File: src/rtl/au_extrema_seq.sv
// au_extrema_seq: streaming frame-extrema front-end.
// Folds signed samples into running max, min and saturated peak-magnitude
// registers. It presents one result per frame on a valid/ready output port.
module au_extrema_seq #(
  parameter int msb       = 15,
  parameter int FRAME_LEN = 8,
  parameter int CNT_W     = 8
) (
  input  logic             clk,
  input  logic             rst,
  input  logic             in_valid,
  output logic             in_ready,
  input  logic [msb:0]     in_data,
  input  logic             in_last,
  output logic             out_valid,
  input  logic             out_ready,
  output logic [msb:0]     out_max,
  output logic [msb:0]     out_min,
  output logic [msb:0]     out_abs,
  output logic [CNT_W-1:0] out_cnt
);

  typedef enum logic [1:0] {
    ST_IDLE,
    ST_ACC,
    ST_DONE
  } state_t;

  state_t             r_state;
  logic [msb:0]       r_max;
  logic [msb:0]       r_min;
  logic [msb:0]       r_abs;
  logic [CNT_W-1:0]   r_cnt;
  logic               r_out_valid;

  logic [msb:0]       w_most_neg;
  logic [msb:0]       w_abs_x;
  logic [CNT_W-1:0]   w_cnt_next;
  logic               w_accept;
  logic               w_close;

  assign w_most_neg = {1'b1, {msb{1'b0}}};

  // in_ready depends only on state (and reset), never on in_valid.
  assign in_ready = !rst && (r_state != ST_DONE);
  assign w_accept = in_valid && in_ready;

  // Count the accepted sample would produce; the first sample of a frame restarts at 1.
  assign w_cnt_next = (r_state == ST_IDLE) ? CNT_W'(1) : r_cnt + CNT_W'(1);
  assign w_close    = in_last || (w_cnt_next == CNT_W'(FRAME_LEN));

  // Saturating magnitude of the incoming sample; the most negative value maps to max positive.
  always_comb begin
    // NOTE: a default assignment first means every path drives w_abs_x, so no latch is inferred.
    w_abs_x = in_data;
    if (in_data[msb]) begin
      if (in_data == w_most_neg) begin
        w_abs_x = ~w_most_neg;
      end else begin
        w_abs_x = -in_data;
      end
    end
  end

  // Frame FSM with registered result outputs.
  always_ff @(posedge clk or posedge rst) begin
    if (rst) begin
      r_state     <= ST_IDLE;
      r_max       <= '0;
      r_min       <= '0;
      r_abs       <= '0;
      r_cnt       <= '0;
      r_out_valid <= 1'b0;
    end else begin
      // NOTE: non-blocking assignments make every register sample pre-edge values, as flops do.
      case (r_state)
        ST_IDLE: begin
          if (w_accept) begin
            r_max <= in_data;
            r_min <= in_data;
            r_abs <= w_abs_x;
            r_cnt <= w_cnt_next;
            if (w_close) begin
              r_state     <= ST_DONE;
              r_out_valid <= 1'b1;
            end else begin
              r_state <= ST_ACC;
            end
          end
        end
        ST_ACC: begin
          if (w_accept) begin
            if ($signed(in_data) > $signed(r_max)) r_max <= in_data;
            if ($signed(in_data) < $signed(r_min)) r_min <= in_data;
            if (w_abs_x > r_abs) r_abs <= w_abs_x;
            r_cnt <= w_cnt_next;
            if (w_close) begin
              r_state     <= ST_DONE;
              r_out_valid <= 1'b1;
            end
          end
        end
        ST_DONE: begin
          if (out_ready) begin
            r_state     <= ST_IDLE;
            r_out_valid <= 1'b0;
          end
        end
        default: begin
          r_state     <= ST_IDLE;
          r_out_valid <= 1'b0;
        end
      endcase
    end
  end

  assign out_valid = r_out_valid;
  assign out_max   = r_max;
  assign out_min   = r_min;
  assign out_abs   = r_abs;
  assign out_cnt   = r_cnt;

endmodule

File: config.mk
export PLATFORM = sky130hd
export DESIGN_NAME = au_extrema_seq
export DESIGN_NICKNAME = d
export VERILOG_FILES = /design/src/rtl/au_extrema_seq.sv
export SDC_FILE = /design/constraint.sdc
export NUM_CORES = 1
export LEC_CHECK = 0
export ABC_AREA = 1
export CAP_MARGIN = 10
export CORE_MARGIN = 3
export CORE_UTILIZATION = 40
export CTS_BUF_LIST = sky130_fd_sc_hd__clkbuf_4 sky130_fd_sc_hd__clkbuf_8
export CTS_CLUSTER_DIAMETER = 50
export CTS_CLUSTER_SIZE = 14
export DETAILED_ROUTE_END_ITERATION = 8
export GPL_TIMING_DRIVEN = 0
export PLACE_DENSITY_LB_ADDON = 0.12
export SETUP_SLACK_MARGIN = 0.3
export SYNTH_ARGS = -nofsm -noshare
export SYNTH_HDL_FRONTEND = slang
export SYNTH_SLANG_ARGS = --single-unit
File: constraint.sdc
create_clock -name clk -period 2.75 [get_ports clk]
set_clock_uncertainty 0.2 [all_clocks]
set_input_delay 0.6875 -clock clk [delete_from_list [all_inputs] [get_ports clk]]
set_output_delay 0.6875 -clock clk [all_outputs]
set_load 0.01 [all_outputs]
==> metrics.txt, run 1 <==
# TYPE chip_impl_metric gauge
chip_impl_metric{name="post_dp_cell_area",unit="um^2"} 5383
chip_impl_metric{name="grt_pass1_wl",unit="um"} 20310
chip_impl_metric{name="post_drt_wl_per_cell",unit="um"} 14.58
chip_impl_metric{name="static-leakage-power",unit="nW"} 3.151
chip_impl_metric{name="syn_to_final_growth",unit="%"} 43.81
chip_impl_metric{name="die-height",unit="um"} 110.1
chip_impl_info{name="origin_of_the_critical_flop_to_flop_path",value="out_max[5]"} 1
chip_impl_metric{name="power.share.sequential",unit="%"} 28.4
chip_impl_metric{name="drive_gt1_share",unit="%"} 26.39
chip_impl_metric{name="layout_min_cycle_time",unit="ns"} 3.064
chip_impl_metric{name="worst_path_largest_cell_delay",unit="ns"} 0.24
chip_impl_metric{name="initial_core_util",unit="%"} 41.62
chip_impl_metric{name="multiInputGateArea",unit="um^2"} 2753
chip_impl_metric{name="first_global_vias",unit=""} 4197
chip_impl_info{name="yosysTopAreaCell",value="dfrtp_1"} 1
chip_impl_info{name="netlist_top_cells_area",value="dfrtp_1 34%, nand2_1 15%, ha_1 14%"} 1
chip_impl_metric{name="final_net_count",unit=""} 804
chip_impl_metric{name="synthesis.nets",unit=""} 664
chip_impl_metric{name="detailedRoute.firstPassIterationCount",unit=""} 4
chip_impl_metric{name="postSynthCellCount",unit=""} 594
chip_impl_metric{name="synthDistinctLibCells",unit=""} 38
chip_impl_info{name="min-delay-path-class",value="reg2reg"} 1
chip_impl_metric{name="layoutNonFillerInstCount",unit=""} 875
chip_impl_metric{name="power.share.combinational",unit="%"} 59.1
chip_impl_info{name="start_kind",value="primary input"} 1
chip_impl_metric{name="die_area",unit="um^2"} 12120
chip_impl_metric{name="irDropWorstVdd",unit="uV"} 408.0
chip_impl_info{name="mostFrequentLayoutCells",value="150 x nand2_1, 72 x inv_1, 65 x nand3_1, 61 x clkdlybuf4s50_1, 59 x dfrtp_1"} 1
chip_impl_metric{name="number_of_cells_on_the_worst_hold_path",unit=""} 2
chip_impl_info{name="run_status",value="finished, violations left"} 1
chip_impl_info{name="most_common_cell_after_layout_fill_and_taps_aside",value="nand2_1"} 1
chip_impl_info{name="crit-reg2reg-capture",value="out_max[12]"} 1
chip_impl_metric{name="cp_data_required_time",unit="ns"} 2.83
chip_impl_metric{name="postLayoutSetupSlackWorst",unit="ns"} -0.3142
chip_impl_metric{name="clockBufferDepth",unit=""} 2
chip_impl_metric{name="worst_slew_margin_rel",unit="%"} 57.46
chip_impl_info{name="cpMostUsedCell",value="nand2_1"} 1
chip_impl_metric{name="max_freq",unit="GHz"} 0.3264
chip_impl_info{name="yosys_most_used_dff",value="dfrtp_1"} 1
chip_impl_metric{name="netlist_area",unit="um^2"} 4335
chip_impl_metric{name="reg2reg_setup_slack",unit="ns"} 0.52
chip_impl_metric{name="synthArstFlopShare",unit="%"} 100.0
chip_impl_info{name="cts_root_buffer",value="clkbuf_8"} 1
chip_impl_info{name="timing.setup.critical_path_class",value="in2reg"} 1
chip_impl_metric{name="crit_arrival",unit="ns"} 3.15
chip_impl_metric{name="hold_buffers",unit=""} 0
chip_impl_metric{name="fillerInstances",unit=""} 938
chip_impl_metric{name="power.share.switching",unit="%"} 42.81
chip_impl_metric{name="power_per_cell_area",unit="nW/um^2"} 911.9
chip_impl_metric{name="drc",unit=""} 0
chip_impl_metric{name="postLayoutCellArea",unit="um^2"} 6235
chip_impl_metric{name="period_utilization",unit="%"} 111.4
chip_impl_metric{name="dp_hpwl",unit="um"} 8652
chip_impl_metric{name="synth.yosys.warnings",unit=""} 0
chip_impl_info{name="hold_end",value="out_max[9]"} 1
chip_impl_metric{name="synth.avg_cell_area",unit="um^2"} 7.299
chip_impl_metric{name="io_buffer_count",unit=""} 78
chip_impl_metric{name="reg2reg_depth",unit=""} 15
chip_impl_metric{name="max-cap-violations",unit=""} 0
chip_impl_metric{name="p_switching",unit="mW"} 2.434
chip_impl_metric{name="worst_margin_slew",unit="ns"} 0.6372
chip_impl_metric{name="route.detailed.vias_per_inst",unit=""} 4.968
chip_impl_metric{name="number_of_synthesized_flops_with_an_enable_pin",unit=""} 0
chip_impl_metric{name="routabilityCongestion",unit=""} 0.8230
chip_impl_metric{name="setup_violations",unit=""} 16
chip_impl_metric{name="synth_top_area_share",unit="%"} 34.05
chip_impl_metric{name="rows",unit=""} 37
chip_impl_metric{name="grt.overflow.total",unit=""} 0
chip_impl_metric{name="clk-insertion-delay-late",unit="ns"} 0.35
chip_impl_metric{name="numPlacedInstances",unit=""} 809
chip_impl_metric{name="worst_path_clk_slew",unit="ns"} 0.06
chip_impl_metric{name="antenna-diode-count",unit=""} 0
chip_impl_metric{name="seq_total_area_yosys",unit="%"} 34.05
chip_impl_metric{name="globalRouteTotalUtil",unit="%"} 21.63
chip_impl_metric{name="antenna_violations_before_repair",unit=""} 0
chip_impl_info{name="worstPathCellList",value="buf_12 > inv_12 > ha_4 > nand3_4 > nor2_4 > nand2_2 > nor2_4 > nand3_4 > buf_8 > nand3b_1 > ha_4 > a21oi_2 > o21a_1 > nand2_1 > nand2_1 > nand2_1 > nand2_2 > nand2_4 > nand2_4 > buf_6 > nand2_2 > nand2_1"} 1
chip_impl_metric{name="internal_power",unit="mW"} 3.252
chip_impl_metric{name="tritoncts.num_buffers",unit=""} 9
chip_impl_metric{name="h_tree_level_count",unit=""} 3
chip_impl_metric{name="route.antenna.remaining_nets",unit=""} 0
chip_impl_info{name="hold_start",value="out_max[9]"} 1
chip_impl_metric{name="detail_route.wirelength",unit="um"} 12750
chip_impl_info{name="grt_setup_unrepaired",value="true"} 1
chip_impl_metric{name="worst-path-max-fanout",unit=""} 6
chip_impl_info{name="crit_slowest_cell",value="ha_4"} 1
chip_impl_info{name="worst_path_top_cell_family_by_delay",value="simple AND/OR/NAND/NOR gates"} 1
chip_impl_metric{name="post-place-ws",unit="ns"} -1.396
chip_impl_metric{name="power.clock.fraction",unit="%"} 12.4
chip_impl_metric{name="finalHoldViolCount",unit=""} 0
chip_impl_metric{name="pin_count",unit=""} 79
chip_impl_metric{name="slew_viol_final",unit=""} 0
chip_impl_metric{name="core_area",unit="um^2"} 10420
chip_impl_metric{name="die_x",unit="um"} 110.1
chip_impl_info{name="crit_path_end_kind",value="flip-flop"} 1
chip_impl_metric{name="postSynthRegisterBits",unit=""} 59
chip_impl_metric{name="detailroute.via_count",unit=""} 4347
chip_impl_metric{name="drtIter0Drc",unit=""} 221
chip_impl_metric{name="cp_num_buf_inv",unit=""} 4
chip_impl_info{name="cts_tree",value="yes"} 1
chip_impl_info{name="violations_in_the_final_reports",value="negative setup slack"} 1
chip_impl_metric{name="seqCellArea",unit="um^2"} 1476
chip_impl_metric{name="grt_max_degree",unit=""} 33
chip_impl_metric{name="clock_sink_count",unit=""} 59
synth_stat cells (3+ instances only):
cell      number
a21oi_1       24
nor3_1         5
o21a_1         3
nand2_2       16
o21ai_1        9
buf_2          8
nand4_1        5
inv_2         10
nand3b_1       6
inv_1         74
dfrtp_1       59
o21ai_0       13
nand2_4        3
nand2_1      169
buf_4          3
ha_1          49
nor2_1        39
nand3_2        4
nand3_1       73
metal layers:
| metal | GRT usage (%) | vias up | part of all wire, % |
|---|---|---|---|
| li1 | - | 2196 | - |
| met1 | 29.77 | 2042 | 47 |
| met2 | 34.19 | 89 | 47 |
| met3 | 2.679 | 20 | 3.6 |
| met4 | 9.411 | 0 | 2.0 |
| met5 | 0 | - | 0 |
logic make-up after synthesis:
logic type	Yosys count	share of synthesized area, %
AOI/OAI and AO/OA	54	6.725
xor gates and xnor gates	1	0.2021
adders and majority gates	49	14.14
buffers and inverters	100	9.697
DFF	59	34.05
muxes	3	0.7503
and+or+nand+nor	328	34.43
cell type report:
cell class / count / share of cell area [%]
Multi-Input combinational cell: 435 / 44.15
Sequential cell: 59 / 23.68
Timing Repair Buffer: 129 / 19.02
Inverter: 85 / 5.559
Tap cell: 136 / 2.729
Clock buffer: 11 / 2.228
Buffer: 15 / 2.147
Clock inverter: 5 / 0.4816
sequential cells by signal (all words and copies together) (netlist names):
signal	flops
out_valid	1
out_min	16
out_cnt	8
out_abs	16
r_state	2
out_max	16
power by group through the flow:
stage               sequential, mW  combinational, mW  clock [mW]
finish                        1.62               3.36       0.707
global route                  1.68               3.78       0.768
CTS                           1.61               3.10       0.734
detailed placement            1.61               2.94           0
global placement              1.61               2.88           0
floorplan                     1.72               1.60           0
through the flow:
step                utilization, %  TNS (ns)  total power [mW]  hold slack [ns]
floorplan                        -    -2.492             3.321           0.3227
global placement             51.48    -84.78             4.484           0.2825
detailed placement           51.68    -35.18             4.557           0.2885
CTS                          58.08    -2.165             5.443           0.3028
global route                 59.86    -6.801             6.219           0.3351
finish                       59.86    -4.745             5.686           0.2962
worst max-delay path by stage:
stage                from          end  cells past startpoint
4_1_cts        in_data[0]  out_abs[14]                     22
2_1_floorplan  in_data[1]  out_abs[12]                     21
6_report       in_data[1]  out_abs[14]                     22
5_1_grt        in_data[1]   out_abs[9]                     22
3_3_place_gp   in_data[1]  out_abs[15]                     22
3_5_place_dp   in_data[1]  out_abs[14]                     22
tightest hold or removal path, stage by stage, from the launching register on:
cell and delay, ns:
dfrtp_1 0.36, nand2_1 0.06, nand2_1 0.05
timing repair:
| action | 4_1_cts | 5_1_grt |
|---|---|---|
| pin swaps | 18 | 12 |
| setup buffers | 40 | 7 |
| gates resized for setup | 109 | 47 |
| endpoints found under the setup margin | 49 | 49 |
| gates cloned | 2 | 1 |
(Power assumes the default switching activity.)
==> run 2: changes to the inputs <==
- PLACE_DENSITY: unset -> 0.61
- PLACE_DENSITY_LB_ADDON: 0.12 -> unset
==> metrics.txt, run 2 (synthesis gave the netlist of run 1 again) <==
# TYPE chip_impl_metric gauge
chip_impl_metric{name="detailroute.via_count",unit=""} 4334
chip_impl_metric{name="syn_to_final_growth",unit="%"} 42.71
chip_impl_info{name="timing.setup.critical_path_class",value="in2reg"} 1
chip_impl_metric{name="clock_sink_count",unit=""} 59
chip_impl_metric{name="drtIter0Drc",unit=""} 254
chip_impl_metric{name="detailedRoute.firstPassIterationCount",unit=""} 4
chip_impl_metric{name="io_buffer_count",unit=""} 78
chip_impl_metric{name="layout_min_cycle_time",unit="ns"} 3.057
chip_impl_metric{name="power_per_cell_area",unit="nW/um^2"} 956.8
chip_impl_metric{name="postLayoutSetupSlackWorst",unit="ns"} -0.3071
chip_impl_metric{name="first_global_vias",unit=""} 4186
chip_impl_info{name="hold_start",value="out_max[13]"} 1
chip_impl_metric{name="die_x",unit="um"} 110.1
chip_impl_info{name="run_status",value="finished, violations left"} 1
chip_impl_metric{name="grt_pass1_wl",unit="um"} 20200
chip_impl_metric{name="h_tree_level_count",unit=""} 3
chip_impl_metric{name="final_net_count",unit=""} 792
chip_impl_metric{name="max-cap-violations",unit=""} 0
chip_impl_metric{name="antenna_violations_before_repair",unit=""} 0
chip_impl_metric{name="grt.overflow.total",unit=""} 0
chip_impl_metric{name="worst_path_clk_slew",unit="ns"} 0.07
chip_impl_metric{name="dp_hpwl",unit="um"} 8823
chip_impl_info{name="grt_setup_unrepaired",value="true"} 1
chip_impl_metric{name="detail_route.wirelength",unit="um"} 12530
chip_impl_metric{name="reg2reg_setup_slack",unit="ns"} 0.53
chip_impl_metric{name="drive_gt1_share",unit="%"} 25.31
chip_impl_metric{name="grt_max_degree",unit=""} 36
chip_impl_info{name="most_common_cell_after_layout_fill_and_taps_aside",value="nand2_1"} 1
chip_impl_metric{name="route.detailed.vias_per_inst",unit=""} 5.022
chip_impl_metric{name="drc",unit=""} 0
chip_impl_metric{name="number_of_cells_on_the_worst_hold_path",unit=""} 2
chip_impl_metric{name="pin_count",unit=""} 79
chip_impl_metric{name="route.antenna.remaining_nets",unit=""} 0
chip_impl_metric{name="static-leakage-power",unit="nW"} 3.128
chip_impl_metric{name="worst_slew_margin_rel",unit="%"} 60.03
chip_impl_metric{name="post-layout-total-power",unit="mW"} 5.920
chip_impl_metric{name="cp_data_required_time",unit="ns"} 2.78
chip_impl_metric{name="globalRouteTotalUtil",unit="%"} 21.50
chip_impl_metric{name="tritoncts.num_buffers",unit=""} 9
chip_impl_metric{name="reg2reg_depth",unit=""} 14
chip_impl_metric{name="worst-path-max-fanout",unit=""} 5
chip_impl_metric{name="worst_margin_slew",unit="ns"} 0.5987
chip_impl_metric{name="fillerInstances",unit=""} 949
chip_impl_metric{name="core_area",unit="um^2"} 10420
chip_impl_metric{name="die_area",unit="um^2"} 12120
chip_impl_info{name="start_kind",value="primary input"} 1
chip_impl_metric{name="hold_buffers",unit=""} 0
chip_impl_metric{name="clockBufferDepth",unit=""} 2
chip_impl_metric{name="setup_violations",unit=""} 16
chip_impl_metric{name="seqCellArea",unit="um^2"} 1476
chip_impl_info{name="crit_path_end_kind",value="flip-flop"} 1
chip_impl_metric{name="numPlacedInstances",unit=""} 809
chip_impl_metric{name="finalHoldViolCount",unit=""} 0
chip_impl_info{name="hold_end",value="out_max[13]"} 1
chip_impl_info{name="cts_root_buffer",value="clkbuf_8"} 1
chip_impl_metric{name="irDropWorstVdd",unit="uV"} 424.7
chip_impl_metric{name="antenna-diode-count",unit=""} 0
chip_impl_metric{name="die-height",unit="um"} 110.1
chip_impl_metric{name="crit_arrival",unit="ns"} 3.09
chip_impl_info{name="origin_of_the_critical_flop_to_flop_path",value="out_max[15]"} 1
chip_impl_info{name="crit-reg2reg-capture",value="out_max[14]"} 1
chip_impl_info{name="cts_tree",value="yes"} 1
chip_impl_metric{name="period_utilization",unit="%"} 111.2
chip_impl_metric{name="max_freq",unit="GHz"} 0.3271
chip_impl_metric{name="routabilityCongestion",unit=""} 0.8497
chip_impl_metric{name="layoutNonFillerInstCount",unit=""} 863
chip_impl_metric{name="clk-insertion-delay-late",unit="ns"} 0.35
chip_impl_metric{name="rows",unit=""} 37
chip_impl_metric{name="multiInputGateArea",unit="um^2"} 2738
chip_impl_info{name="min-delay-path-class",value="reg2reg"} 1
chip_impl_info{name="mostFrequentLayoutCells",value="145 x nand2_1, 71 x inv_1, 66 x nand3_1, 61 x clkdlybuf4s50_1, 59 x dfrtp_1"} 1
chip_impl_metric{name="post_drt_wl_per_cell",unit="um"} 14.51
chip_impl_info{name="violations_in_the_final_reports",value="negative setup slack"} 1
chip_impl_metric{name="initial_core_util",unit="%"} 41.62
chip_impl_metric{name="slew_viol_final",unit=""} 0
## run 2: changes by cell type in the layout (fill, tap and decap cells not counted), moves of 2 or more
cell	before	now
buf_4	49	36
nand2_1	150	145
bufinv_16	0	3
clkinvlp_4	2	0
buf_6	5	8
nand2_2	33	37
ha_1	40	42
nand2_4	3	5
a21oi_1	18	20
a21oi_2	7	5
## run 2: how the worst max path moves through the flow
stage	from	end	slack, ns	depth (start not counted)
after floorplan	in_data[1]	out_abs[12]	-0.18	21
after global placement	in_data[1]	out_abs[14]	-1.39	22
after detailed placement	in_data[1]	out_abs[13]	-1.40	22
after CTS	in_data[5]	out_abs[13]	-0.16	20
after global routing	in_data[1]	out_abs[13]	-0.43	22
final	in_data[1]	out_abs[13]	-0.31	21
## run 2: per-stage QoR
step                TNS (ns)  util [%]  setup WS [ns]  instance area, um^2  hold slack (ns)
global placement      -86.55     51.48         -1.386                 5363           0.2811
global route          -6.358     59.40        -0.4313                 6187           0.3308
finish                -4.292     59.40        -0.3071                 6187           0.3025
CTS                   -2.140     57.56        -0.1638                 5996           0.3033
detailed placement    -35.81     51.68         -1.402                 5383           0.2861
floorplan             -2.492         -        -0.1827                 4412           0.3227
## run 2: final cells by class
type,count,share of cell area (%)
repair buffers,117,17.53
clock inverters,5,1.618
flip-flops and latches,59,23.86
well taps,136,2.750
plain buffers,15,2.042
inverters,85,5.602
multi-input cells,435,44.25
clock buffers,11,2.346
## run 2: repair_timing
action                                  in CTS  in global routing
setup buffers                               27                  8
endpoints found under the hold margin        0                  0
endpoints found under the setup margin      49                 44
cloned                                       2                  1
pin swaps                                   20                 17
resized for setup                           98                 59
## run 2: worst max-delay path, stage by stage
cell and delay, ns:
buf_12 0.11, inv_12 0.05, ha_4 0.14, nand3_4 0.07, nor2_4 0.13, nand2_4 0.07
nor2_4 0.17, buf_4 0.13, nor3_1 0.03, nand3b_1 0.22, ha_1 0.34, nand3b_1 0.10
a21oi_2 0.14, nor2_1 0.06, nand2_1 0.08, nand2_2 0.07, nand2_4 0.11, nand2_4 0.09
buf_6 0.17, nand2_2 0.05, nand2_1 0.05
## run 2: report_power, final
group | internal (mW) | total (mW) | switching [mW]
registers | 1.25 | 1.63 | 0.375
logic | 1.62 | 3.29 | 1.67
clock network | 0.634 | 1.01 | 0.373
## run 2: layer usage
layer  up-vias  global-route usage, %  part of all wire [%]
met1      2041                  28.74                    47
met5         -                      0                     0
met4         0                  6.069                   1.5
met3        14                  3.960                   4.6
met2       102                  35.66                    47
li1       2177                      -                     -
